### config.mk
export PLATFORM = sky130hd
export DESIGN_NAME = layer_sched
export DESIGN_NICKNAME = d
export VERILOG_FILES = /design/src/rtl/cim_sched_pkg.sv /design/src/rtl/layer_slot_fsm.sv /design/src/rtl/layer_sched.sv
export SDC_FILE = /design/constraint.sdc
export NUM_CORES = 1
export LEC_CHECK = 0
export BUFFER_PORTS_ARGS = -buffer_cell sky130_fd_sc_hd__clkbuf_2
export CAP_MARGIN = 20
export CELL_PAD_IN_SITES_DETAIL_PLACEMENT = 1
export CELL_PAD_IN_SITES_GLOBAL_PLACEMENT = 1
export CORE_ASPECT_RATIO = 1.4
export CORE_UTILIZATION = 25
export CTS_CLUSTER_DIAMETER = 150
export DETAILED_ROUTE_END_ITERATION = 7
export HOLD_SLACK_MARGIN = 0.08
export PLACE_DENSITY_LB_ADDON = 0.1
export REMOVE_ABC_BUFFERS = 1
export SLEW_MARGIN = 10
export SYNTH_ARGS = -nofsm -noshare
export SYNTH_HDL_FRONTEND = slang
export SYNTH_SLANG_ARGS = --single-unit
export TNS_END_PERCENT = 1
### constraint.sdc
create_clock -name clk -period 2.5 [get_ports clk]
set_input_delay 0.5 -clock clk [delete_from_list [all_inputs] [get_ports clk]]
set_output_delay 0.5 -clock clk [all_outputs]
set_load 0.01 [all_outputs]
### src/rtl/cim_sched_pkg.sv
// Shared types for the CIM layer scheduler: per-layer state enum and default counter width.
package cim_sched_pkg;

  localparam int CNT_W_DEF = 16;

  typedef enum logic [2:0] {
    ST_IDLE      = 3'd0,
    ST_CIM_START = 3'd1,
    ST_CIM_WAIT  = 3'd2,
    ST_FUNC_WAIT = 3'd3,
    ST_FUNC_RUN  = 3'd4
  } layer_state_t;

  // A slot is occupied while an image is queued for it or being processed by it.
  function automatic logic is_occupied(input logic token, input layer_state_t st);
    return token || (st != ST_IDLE);
  endfunction

endpackage

### src/rtl/layer_slot_fsm.sv
// Sequencer for one CIM layer: start pulse, CIM-phase tracking, function-phase handshake.
//   state        | meaning
//   ST_IDLE      | no image; waits for the slot token
//   ST_CIM_START | o_start pulse to the layer
//   ST_CIM_WAIT  | waits for busy to be seen high, then low
//   ST_FUNC_WAIT | CIM done; waits for downstream to be free
//   ST_FUNC_RUN  | function/output phase running; waits for done
module layer_slot_fsm
  import cim_sched_pkg::*;
(
  input  logic         clk,
  input  logic         rst,
  input  logic         i_token,
  input  logic         i_busy,
  input  logic         i_done,
  input  logic         i_next_busy,
  output logic         o_take,
  output logic         o_start,
  output logic         o_func_start,
  output logic         o_done_ok,
  output layer_state_t o_state
);

  layer_state_t r_state;
  layer_state_t w_state_nxt;
  logic         r_busy_seen;
  logic         w_busy_seen_nxt;
  logic         r_func_start;
  logic         w_func_start_nxt;

  always_ff @(posedge clk or negedge rst) begin
    if (!rst) begin
      r_state      <= ST_IDLE;
      r_busy_seen  <= 1'b0;
      r_func_start <= 1'b0;
    end else begin
      r_state      <= w_state_nxt;
      r_busy_seen  <= w_busy_seen_nxt;
      r_func_start <= w_func_start_nxt;
    end
  end

  always_comb begin
    w_state_nxt      = r_state;
    w_busy_seen_nxt  = r_busy_seen;
    w_func_start_nxt = 1'b0;
    case (r_state)
      ST_IDLE: begin
        if (i_token) w_state_nxt = ST_CIM_START;
      end
      ST_CIM_START: begin
        w_busy_seen_nxt = 1'b0;
        w_state_nxt     = ST_CIM_WAIT;
      end
      ST_CIM_WAIT: begin
        // Busy must rise and fall inside this state; a low busy before the rise is not completion.
        if (r_busy_seen && !i_busy) w_state_nxt = ST_FUNC_WAIT;
        else if (i_busy)            w_busy_seen_nxt = 1'b1;
      end
      ST_FUNC_WAIT: begin
        if (!i_next_busy) begin
          w_state_nxt      = ST_FUNC_RUN;
          w_func_start_nxt = 1'b1;
        end
      end
      ST_FUNC_RUN: begin
        if (i_done) w_state_nxt = ST_IDLE;
      end
      default: w_state_nxt = ST_IDLE;
    endcase
  end

  assign o_take       = (r_state == ST_IDLE) && i_token;
  assign o_start      = (r_state == ST_CIM_START);
  assign o_func_start = r_func_start;
  assign o_done_ok    = (r_state == ST_FUNC_RUN) && i_done;
  assign o_state      = r_state;

endmodule

### src/rtl/layer_sched.sv
// Token-passing scheduler chaining NUM_LAYERS CIM layers with downstream back-pressure.
// Define LAYER_SCHED_PERF_EN to add per-layer FUNC_WAIT stall counters (o_stall_cnt).
module layer_sched
  import cim_sched_pkg::*;
#(
  parameter int NUM_LAYERS = 5,
  parameter int CNT_W      = CNT_W_DEF
) (
  input  logic                  clk,
  input  logic                  rst,
  input  logic                  i_in_valid,
  output logic                  o_in_ready,
  input  logic [NUM_LAYERS-1:0] i_layer_busy,
  input  logic [NUM_LAYERS-1:0] i_layer_done,
  output logic [NUM_LAYERS-1:0] o_start,
  output logic [NUM_LAYERS-1:0] o_func_start,
  output logic [NUM_LAYERS-1:0] o_next_busy,
  input  logic                  i_out_stall,
  output logic                  o_out_valid,
`ifdef LAYER_SCHED_PERF_EN
  output logic [NUM_LAYERS-1:0][CNT_W-1:0] o_stall_cnt,
`endif
  output logic [CNT_W-1:0]      o_img_cnt
);

  logic [NUM_LAYERS-1:0] r_token;
  logic [NUM_LAYERS-1:0] w_take;
  logic [NUM_LAYERS-1:0] w_tok_set;
  logic [NUM_LAYERS-1:0] w_done_ok;
  logic [NUM_LAYERS-1:0] w_occ;
  layer_state_t          w_state [NUM_LAYERS];
  logic                  r_out_valid;
  logic [CNT_W-1:0]      r_img_cnt;

  for (genvar k = 0; k < NUM_LAYERS; k++) begin : g_slot
    layer_slot_fsm u_slot (
      .clk          (clk),
      .rst          (rst),
      .i_token      (r_token[k]),
      .i_busy       (i_layer_busy[k]),
      .i_done       (i_layer_done[k]),
      .i_next_busy  (o_next_busy[k]),
      .o_take       (w_take[k]),
      .o_start      (o_start[k]),
      .o_func_start (o_func_start[k]),
      .o_done_ok    (w_done_ok[k]),
      .o_state      (w_state[k])
    );

    assign w_occ[k] = is_occupied(r_token[k], w_state[k]);

    if (k == 0) begin : g_first
      assign w_tok_set[k] = i_in_valid && !w_occ[0];
    end else begin : g_chain
      assign w_tok_set[k] = w_done_ok[k-1];
    end

    if (k == NUM_LAYERS - 1) begin : g_last
      assign o_next_busy[k] = i_out_stall;
    end else begin : g_mid
      assign o_next_busy[k] = w_occ[k+1];
    end
  end

  assign o_in_ready = !w_occ[0];

  // Set wins over consume so a hand-off landing on the cycle the slot leaves IDLE is not lost.
  always_ff @(posedge clk or negedge rst) begin
    if (!rst) begin
      r_token <= '0;
    end else begin
      r_token <= (r_token & ~w_take) | w_tok_set;
    end
  end

  always_ff @(posedge clk or negedge rst) begin
    if (!rst) begin
      r_out_valid <= 1'b0;
      r_img_cnt   <= '0;
    end else begin
      r_out_valid <= w_done_ok[NUM_LAYERS-1];
      if (w_done_ok[NUM_LAYERS-1]) r_img_cnt <= r_img_cnt + CNT_W'(1);
    end
  end

  assign o_out_valid = r_out_valid;
  assign o_img_cnt   = r_img_cnt;

`ifdef LAYER_SCHED_PERF_EN
  for (genvar k = 0; k < NUM_LAYERS; k++) begin : g_perf
    logic [CNT_W-1:0] r_stall_cnt;

    always_ff @(posedge clk or negedge rst) begin
      if (!rst) begin
        r_stall_cnt <= '0;
      end else if ((w_state[k] == ST_FUNC_WAIT) && (r_stall_cnt != '1)) begin
        r_stall_cnt <= r_stall_cnt + CNT_W'(1);
      end
    end

    assign o_stall_cnt[k] = r_stall_cnt;
  end
`endif

endmodule

==> results of run 1 <==
==> cells in the mapped netlist, drive strengths merged <==
master  number  area share (%)
nand2       20             3.4
a32o         2            0.89
and4         2            0.78
nand4        6             1.7
clkbuf       5            0.84
a21oi        6             1.3
xnor2        8             3.1
nand3        8             1.8
or4          1            0.50
o22ai        5             1.7
a22o         1            0.39
a22oi        1            0.34
or2          2            0.67
and4bb       1            0.56
ha           1            0.56
o21ai       10             2.2
and3         5             1.4
buf         18             6.4
o31ai        2            0.67
nand2b       6             1.7
nor4         2            0.56
inv          8             1.3
xor2         7             2.7
nor3         5             1.3
nor4bb       1            0.45
nor2        24             4.0
nand3b       2            0.67
nor3b        6             2.2
dfrtp       47              53
mux2         2             1.0
a31oi        5             1.4
or3          3            0.84
==> final cells by class <==
type                            count  area, um2
Inverter                            8       30.0
Fill cell                        1020       6030
Sequential cell                    47       1180
Clock buffer                        6        139
Timing Repair Buffer               48        245
Tap cell                          105        131
Multi-Input combinational cell    144        871
Clock inverter                      2       35.0
==> power by group <==
part | leakage, nW | internal (mW) | total [mW] | switching [mW]
Clock | 0.0868 | 0.498 | 0.785 | 0.288
Sequential | 0.598 | 0.946 | 1.21 | 0.267
Combinational | 0.572 | 0.322 | 0.680 | 0.357
==> placed cells by master, fill, tap and decap left out, drive strengths merged <==
cell type and n:
clkbuf 52, dfrtp 47, nor2 24, nand2 20, o21ai 10, inv 8
nand3 8, xnor2 8, xor2 7, nand2b 6, nand4 6, a21oi 6
nor3b 6, and3 5, a31oi 5, nor3 5, o22ai 5, or3 3
o31ai 2, a32o 2, nor4 2, and4 2, mux2 2, nand3b 2
buf 2, or2 2, or4 1, and4bb 1, nor4bb 1, a22o 1
a22oi 1, ha 1, clkinv 1, bufinv 1
==> worst max-delay path by stage <==
stage	end	cells after the start
after floorplan	o_next_busy[0]	2
after global placement	o_next_busy[0]	3
after detailed placement	o_next_busy[0]	3
after CTS	o_next_busy[0]	3
after global routing	o_next_busy[2]	3
final	o_next_busy[0]	3
==> state kept, by name (all words and copies together) (netlist names) <==
register                    cells
r_token                         5
g_slot.u_slot.o_state          15
o_img_cnt                      16
g_slot.u_slot.r_busy_seen       5
o_out_valid                     1
g_slot.u_slot.o_func_start      5
==> layer usage <==
| metal | routed length (um) | share of wire, % |
|---|---|---|
| met1 | 2200 | 44 |
| met2 | 2490 | 50 |
| met3 | 231 | 4.6 |
| met4 | 93 | 1.9 |
| met5 | 0 | 0 |
==> critical path: cells and delay by family, from the launching register on <==
kind	cells	cell delay (ns)
DFF	1	0.44
and+or+nand+nor	2	0.73
buffers and inverters	1	0.13
==> cell families (layout without fill, tap and decap cells) <==
logic type / after synthesis / count (layout) / synth area share (%)
AND/OR/NAND/NOR: 94 / 94 / 22.5
flip-flops: 47 / 47 / 52.5
adder cells (fa/ha/maj): 1 / 1 / 0.559
AO/OA/AOI/OAI: 32 / 32 / 8.94
multiplexers: 2 / 2 / 1.01
buffers and inverters: 31 / 64 / 8.55
XOR/XNOR: 15 / 15 / 5.87
==> through the flow <==
step / util, % / worst slack (ns) / std cells / power (mW) / cell area [um2]
after CTS: 30.3 / 0.390 / 360 / 2.75 / 2630
final: 30.3 / 0.418 / 360 / 2.68 / 2630
after global routing: 30.3 / 0.304 / 360 / 2.90 / 2630
after global placement: 28.3 / 0.716 / 352 / 1.93 / 2450
after floorplan: - / 0.887 / 199 / 1.64 / 2080
after detailed placement: 28.3 / 0.705 / 352 / 1.93 / 2450
==> flow_metrics.py, run 1 <==
metrics = {
    "outcome": {
        "status": "complete, no violations",
    },
    "sta": {
        "final.period_utilization_pct": 83.3,
        "setup_tns_ns": 0,
        "worst_hold_slack_ns": 0.290,
        "worst_slew_pin_slew_ns": 0.811,
        "finalSetupViolCount": 0,
        "period_minus_slack_ns": 2.08,
        "finalHoldViolCount": 0,
        "slew_viol_final": 0,
        "max_freq_mhz": 480,
        "fin_skew_ns": 0.00419,
        "grt_setup_unrepaired": "false",
        "max_slew_margin_pct": 45.9,
    },
    "clock_network": {
        "cts.path.max_buffers": 2,
        "cts_tree": "done",
        "htree_levels": 2,
        "clk_latency_ns": 0.29,
        "root_buffer": "clkbuf_16",
        "cts_buffers": 5,
        "postCtsHoldBufs": 0,
        "post_cts_resized": 0,
        "post_cts_buffers": 0,
        "clock-sinks": 47,
        "clk_pin_slew_worst_paths_ns": 0.06,
    },
    "finish": {
        "drive_gt1_share_pct": 25.5,
        "num_antenna_cells": 0,
        "syn_to_final_growth_pct": 17.4,
        "nets": 269,
    },
    "yosys": {
        "synthDistinctLibCells": 37,
        "synthesis.area_um2": 2240,
        "avgSynthCellArea_um2": 10.1,
        "ys_warn_count": 0,
        "ys_seq_area_share_pct": 52.5,
        "ys_seq_elements": 47,
        "synthCells": 222,
    },
    "job": {
        "max_cap_violations": 0,
    },
    "global_routing": {
        "grt_pass1_wl_mm": 8.34,
        "top_usage_layer": "met2",
        "grt_max_degree": 32,
        "antenna_found_initial": 0,
        "grt_pass1_vias": 1722,
        "grtUsageMet1_pct": 14.0,
        "overflow": 0,
        "met2_usage_pct": 19.4,
        "use_met3_pct": 3.20,
        "track_usage_pct": 11.7,
    },
    "placed_design": {
        "port_buffers": 46,
        "dp_hpwl_mm": 3.66,
        "gp_congestion": 0.686,
    },
    "critical_path": {
        "worstSetupStartpoint": "g_slot[1].u_slot.o_state[2]",
        "r2r_slack_ns": 0.88,
        "required_ns": 2.00,
        "r2r_cells": 4,
        "r2r_end": "o_img_cnt[13]",
        "r2r-start": "g_slot[4].u_slot.o_state[0]",
        "path_class": "register to primary output",
        "startpoint_type": "register",
        "endpoint_kind": "primary output",
        "critical_path_arrival_ns": 1.58,
        "slowest_stage": "dfrtp_1",
        "cp_slowest_stage_delay_ns": 0.44,
        "worstPathCellList": "or3_1, or2_2, clkbuf_2",
        "crit_path_max_fanout": 7,
    },
    "route": {
        "antenna_left": 0,
        "post_drt_wl_per_cell_um": 13.9,
        "drc": 0,
        "initialDrtViolationCount": 50,
        "vias": 1672,
        "dr.pass1.iters": 4,
        "viasPerCell": 4.64,
        "routed_wl_mm": 5.02,
    },
    "worst_hold_path": {
        "hold_class": "input port to async pin",
    },
    "power": {
        "p_leak_nw": 1.26,
        "ir_worst_vdd_v": 0.000353,
        "power_density_nw_per_um2": 1020,
    },
    "floorplanning": {
        "rows": 40,
        "core-area_um2": 8660,
        "die_area_um2": 9340,
        "die_h_um": 114,
        "fp.dieW_um": 82.0,
        "io_pins": 47,
        "start_util_pct": 25.9,
    },
}
No activity file was read; power rests on OpenSTA's default activity.
==> run 2: changes to the inputs <==
clock period = 2 ns   (was 2.5 ns; I/O delays follow)
==> run 2 against run 1 <==
Clock-buffer cell count up 2. Clock skew about the same. Cell area up 0.67%. Die area unchanged. Worst hold slack worse by 0.19 ns. Flip-flop and latch count unchanged. Setup slack worse by 0.37 ns. Critical endpoint unchanged.
==> flow_metrics.py, run 2 (synthesis gave the netlist of run 1 again) <==
metrics = {
    "outcome": {
        "status": "complete, no violations",
    },
    "route": {
        "drc": 0,
        "antenna_left": 0,
        "routed_wl_mm": 4.99,
        "vias": 1689,
        "initialDrtViolationCount": 51,
        "post_drt_wl_per_cell_um": 13.8,
        "dr.pass1.iters": 4,
        "viasPerCell": 4.68,
    },
    "floorplanning": {
        "die_area_um2": 9340,
        "core-area_um2": 8660,
        "fp.dieW_um": 82.0,
        "rows": 40,
        "io_pins": 47,
        "die_h_um": 114,
        "start_util_pct": 25.9,
    },
    "worst_hold_path": {
        "hold_class": "input port to async pin",
    },
    "critical_path": {
        "slowest_stage": "dfrtp_2",
        "startpoint_type": "register",
        "critical_path_arrival_ns": 1.55,
        "required_ns": 1.60,
        "path_buf_inv": 1,
        "endpoint_kind": "primary output",
        "worstPathCellList": "or3_4, or2_2, clkbuf_2",
        "crit_path_max_fanout": 7,
        "critPathTopFamily": "simple AND/OR/NAND/NOR gates",
        "cp_slowest_stage_delay_ns": 0.44,
        "path_class": "register to primary output",
    },
    "sta": {
        "fin_skew_ns": 0.00454,
        "worst_slew_pin_slew_ns": 0.348,
        "worst_hold_slack_ns": 0.0990,
        "max_slew_margin_pct": 76.8,
        "max_freq_mhz": 513,
        "period_minus_slack_ns": 1.95,
        "slew_viol_final": 0,
        "finalHoldViolCount": 0,
        "finalSetupViolCount": 0,
        "grt_setup_unrepaired": "true",
        "final.period_utilization_pct": 97.5,
    },
    "power": {
        "p_leak_nw": 1.26,
        "p_total_mw": 3.30,
        "power_density_nw_per_um2": 1250,
        "ir_worst_vdd_v": 0.000476,
    },
    "finish": {
        "regArea_um2": 1180,
        "num_antenna_cells": 0,
        "utilization_pct": 30.5,
        "syn_to_final_growth_pct": 18.2,
        "largest_reg_flops": 16,
        "drive_gt1_share_pct": 27.0,
        "nets": 270,
        "fillers": 1015,
        "multi_input_area_um2": 885,
        "final_cell_mix": "dfrtp_1, clkbuf_2, nor2_1",
    },
    "clock_network": {
        "postCtsHoldBufs": 0,
        "clk_pin_slew_worst_paths_ns": 0.06,
        "clk_latency_ns": 0.29,
        "cts_buffers": 5,
        "clock-sinks": 47,
        "post_cts_buffers": 0,
        "root_buffer": "clkbuf_16",
        "cts_tree": "done",
        "htree_levels": 2,
        "cts.path.max_buffers": 2,
    },
    "global_routing": {
        "track_usage_pct": 12.0,
        "overflow": 0,
        "grt_pass1_vias": 1729,
        "antenna_found_initial": 0,
        "grt_max_degree": 48,
        "grt_pass1_wl_mm": 8.44,
    },
    "job": {
        "max_cap_violations": 0,
    },
    "placed_design": {
        "port_buffers": 46,
        "gp_congestion": 0.682,
        "dp_hpwl_mm": 3.57,
    },
}
run 2: what timing repair did:
action,4_1_cts,5_1_grt
resized for setup,1,3
setup endpoints to repair,1,3
cloned,0,0
run 2: final timing paths:
path | startpoint | to | slack, ns | cells past startpoint
min in group clk | i_layer_done[1] | g_slot[1].u_slot.o_state[2] | 0.33 | 2
worst min register to register | o_img_cnt[15] | o_img_cnt[15] | 0.48 | 1
worst max-delay path | g_slot[1].u_slot.o_state[2] | o_next_busy[0] | 0.05 | 3
worst max register to register | g_slot[4].u_slot.o_state[2] | g_slot[3].u_slot.o_state[1] | 0.38 | 3
worst min-delay path | rst | g_slot[1].u_slot.o_func_start | 0.1 | 2
max in group asynchronous | rst | g_slot[1].u_slot.o_state[2] | 1.67 | 2
run 2: area by class of cell:
| class | instances | share of cell area (%) |
|---|---|---|
| Sequential cell | 47 | 44.5 |
| Multi-Input combinational cell | 144 | 33.4 |
| Timing Repair Buffer | 49 | 10.0 |
| Clock buffer | 8 | 5.91 |
| Tap cell | 105 | 4.97 |
| Inverter | 8 | 1.14 |
run 2: stage by stage:
| stage | TNS [ns] | cells | cell area (um2) | worst slack [ns] |
|---|---|---|---|---|
| after floorplan | 0 | 199 | 2080 | 0.451 |
| after detailed placement | 0 | 353 | 2470 | 0.311 |
| final | 0 | 361 | 2650 | 0.0494 |
| after CTS | 0 | 361 | 2630 | 0.00850 |
| after global routing | -0.0169 | 361 | 2650 | -0.0169 |
| after global placement | 0 | 353 | 2470 | 0.318 |
run 2: power by group:
group	internal [mW]	total [mW]	switching (mW)
Sequential	1.18	1.49	0.307
Clock	0.533	0.884	0.351
Combinational	0.436	0.928	0.492
Total	2.15	3.30	1.15
run 2: per-layer routing:
layer	wire length (um)	GRT usage [%]	vias to the layer above
li1	-	-	819
met1	2240	14.6	830
met2	2460	19.4	34
met3	206	3.44	6
met4	85	4.91	0
met5	0	0	-
==> run 3: changes to the inputs <==
PLACE_DENSITY = 0.59   (was unset)
PLACE_DENSITY_LB_ADDON = unset   (was 0.1)
==> run 3 against run 2 <==
Clock-buffer cell count down 2. Utilization up 0.29 points. Cell area up 0.95%. Combinational power down 3.9%. Clock skew up 0.0015 ns. Die area unchanged. Sequential power about the same.
==> flow_metrics.py, run 3 (synthesis gave the netlist of run 1 again) <==
metrics = {
    "finish": {
        "syn_to_final_growth_pct": 19.3,
        "nets": 269,
        "final_cell_mix": "dfrtp_1, clkbuf_2, nor2_1",
        "regArea_um2": 1180,
        "num_antenna_cells": 0,
        "utilization_pct": 30.8,
        "largest_reg_flops": 16,
        "fillers": 1035,
        "stdcell_count": 360,
        "drive_gt1_share_pct": 26.7,
        "multi_input_area_um2": 885,
        "post-route-cell-area_um2": 2670,
    },
    "clock_network": {
        "cts_tree": "done",
        "clk_latency_ns": 0.28,
        "htree_levels": 2,
        "cts.path.max_buffers": 2,
        "postCtsHoldBufs": 0,
        "post_cts_resized": 0,
        "post_cts_buffers": 0,
        "clock-sinks": 47,
        "cts_buffers": 5,
        "clk_pin_slew_worst_paths_ns": 0.07,
        "root_buffer": "clkbuf_16",
    },
    "sta": {
        "max_slew_margin_pct": 76.0,
        "worst_slew_pin_slew_ns": 0.360,
        "fin_skew_ns": 0.00599,
        "grt_setup_unrepaired": "true",
        "final.period_utilization_pct": 97.8,
        "finalHoldViolCount": 0,
        "period_minus_slack_ns": 1.96,
        "worst_hold_slack_ns": 0.0907,
        "slew_viol_final": 0,
        "max_freq_mhz": 511,
        "finalSetupViolCount": 0,
    },
    "power": {
        "p_total_mw": 3.45,
        "ir_worst_vdd_v": 0.000430,
        "power_density_nw_per_um2": 1290,
        "p_leak_nw": 1.27,
    },
    "outcome": {
        "status": "complete, no violations",
    },
    "floorplanning": {
        "fp.dieW_um": 82.0,
        "start_util_pct": 25.9,
        "die_h_um": 114,
        "rows": 40,
        "core-area_um2": 8660,
        "io_pins": 47,
        "die_area_um2": 9340,
    },
    "route": {
        "viasPerCell": 4.65,
        "wl_met3_um": 182,
        "dr.pass1.iters": 4,
        "drc": 0,
        "dr_wl_met2_mm": 2.43,
        "routed_wl_mm": 4.74,
        "initialDrtViolationCount": 31,
        "antenna_left": 0,
        "dr.max_layer_used": "met4",
        "post_drt_wl_per_cell_um": 13.2,
        "wl_met1_mm": 2.08,
        "vias": 1675,
    },
    "critical_path": {
        "cp_slowest_stage_delay_ns": 0.45,
        "worstPathCellList": "or3_4, or2_2, clkbuf_2",
        "path_class": "register to primary output",
        "slowest_stage": "dfrtp_2",
        "required_ns": 1.60,
        "crit_path_max_fanout": 7,
        "critical_path_arrival_ns": 1.56,
        "r2r_cells": 3,
        "r2r_slack_ns": 0.39,
        "startpoint_type": "register",
        "endpoint_kind": "primary output",
    },
    "global_routing": {
        "overflow": 0,
        "antenna_found_initial": 0,
        "grt_pass1_vias": 1703,
        "track_usage_pct": 11.0,
        "grt_max_degree": 48,
        "grt_pass1_wl_mm": 8.01,
    },
    "placed_design": {
        "place_area_um2": 2470,
        "dp_hpwl_mm": 3.39,
        "gp_congestion": 0.728,
        "port_buffers": 46,
        "placed_cells": 352,
    },
    "job": {
        "max_cap_violations": 0,
    },
    "worst_hold_path": {
        "hold_class": "input port to async pin",
    },
}
run 3: changes by cell type in the layout (fill, tap and decap cells not counted):
cell / previous run / this run
buf_4: 2 / 1
bufinv_16: 0 / 2
clkbuf_8: 2 / 0
run 3: metrics by stage:
step	TNS, ns	setup WS, ns
6_report	0	0.0440
2_1_floorplan	0	0.451
3_5_place_dp	0	0.322
4_1_cts	0	0.00730
3_3_place_gp	0	0.332
5_1_grt	-0.0182	-0.0182
run 3: worst max-delay path: cells and delay by family, from the launching register on:
family                 cells  cell delay, ns
DFF                        1            0.45
and+or+nand+nor            2            0.69
buffers and inverters      1            0.13
run 3: final timing paths:
kind | from | end
setup / recovery | g_slot[1].u_slot.o_state[2] | o_next_busy[0]
hold / removal | rst | g_slot[1].u_slot.r_busy_seen
setup reg to reg | g_slot[4].u_slot.o_state[2] | g_slot[3].u_slot.o_state[1]
hold reg to reg | o_img_cnt[15] | o_img_cnt[15]
max in group asynchronous | rst | g_slot[0].u_slot.r_busy_seen
min in group clk | i_layer_done[1] | g_slot[1].u_slot.o_state[2]
run 3: layer usage:
layer / global-route usage [%] / vias up
met3: 2.80 / 2
met5: 0 / -
met2: 18.4 / 30
met4: 3.51 / 0
li1: - / 815
met1: 13.7 / 828
run 3: area by class of cell:
class	instances	share of cell area, %
clock buffer	6	4.83
clock inverter	2	2.25
inverter	8	1.12
multi-input combinational	144	33.1
sequential	47	44.1
tap	105	4.92
timing repair buffer	48	9.65
run 3: power by group:
part	switching (mW)	internal, mW
sequential	0.317	1.18
combinational	0.469	0.423
clock	0.343	0.717
total	1.13	2.32
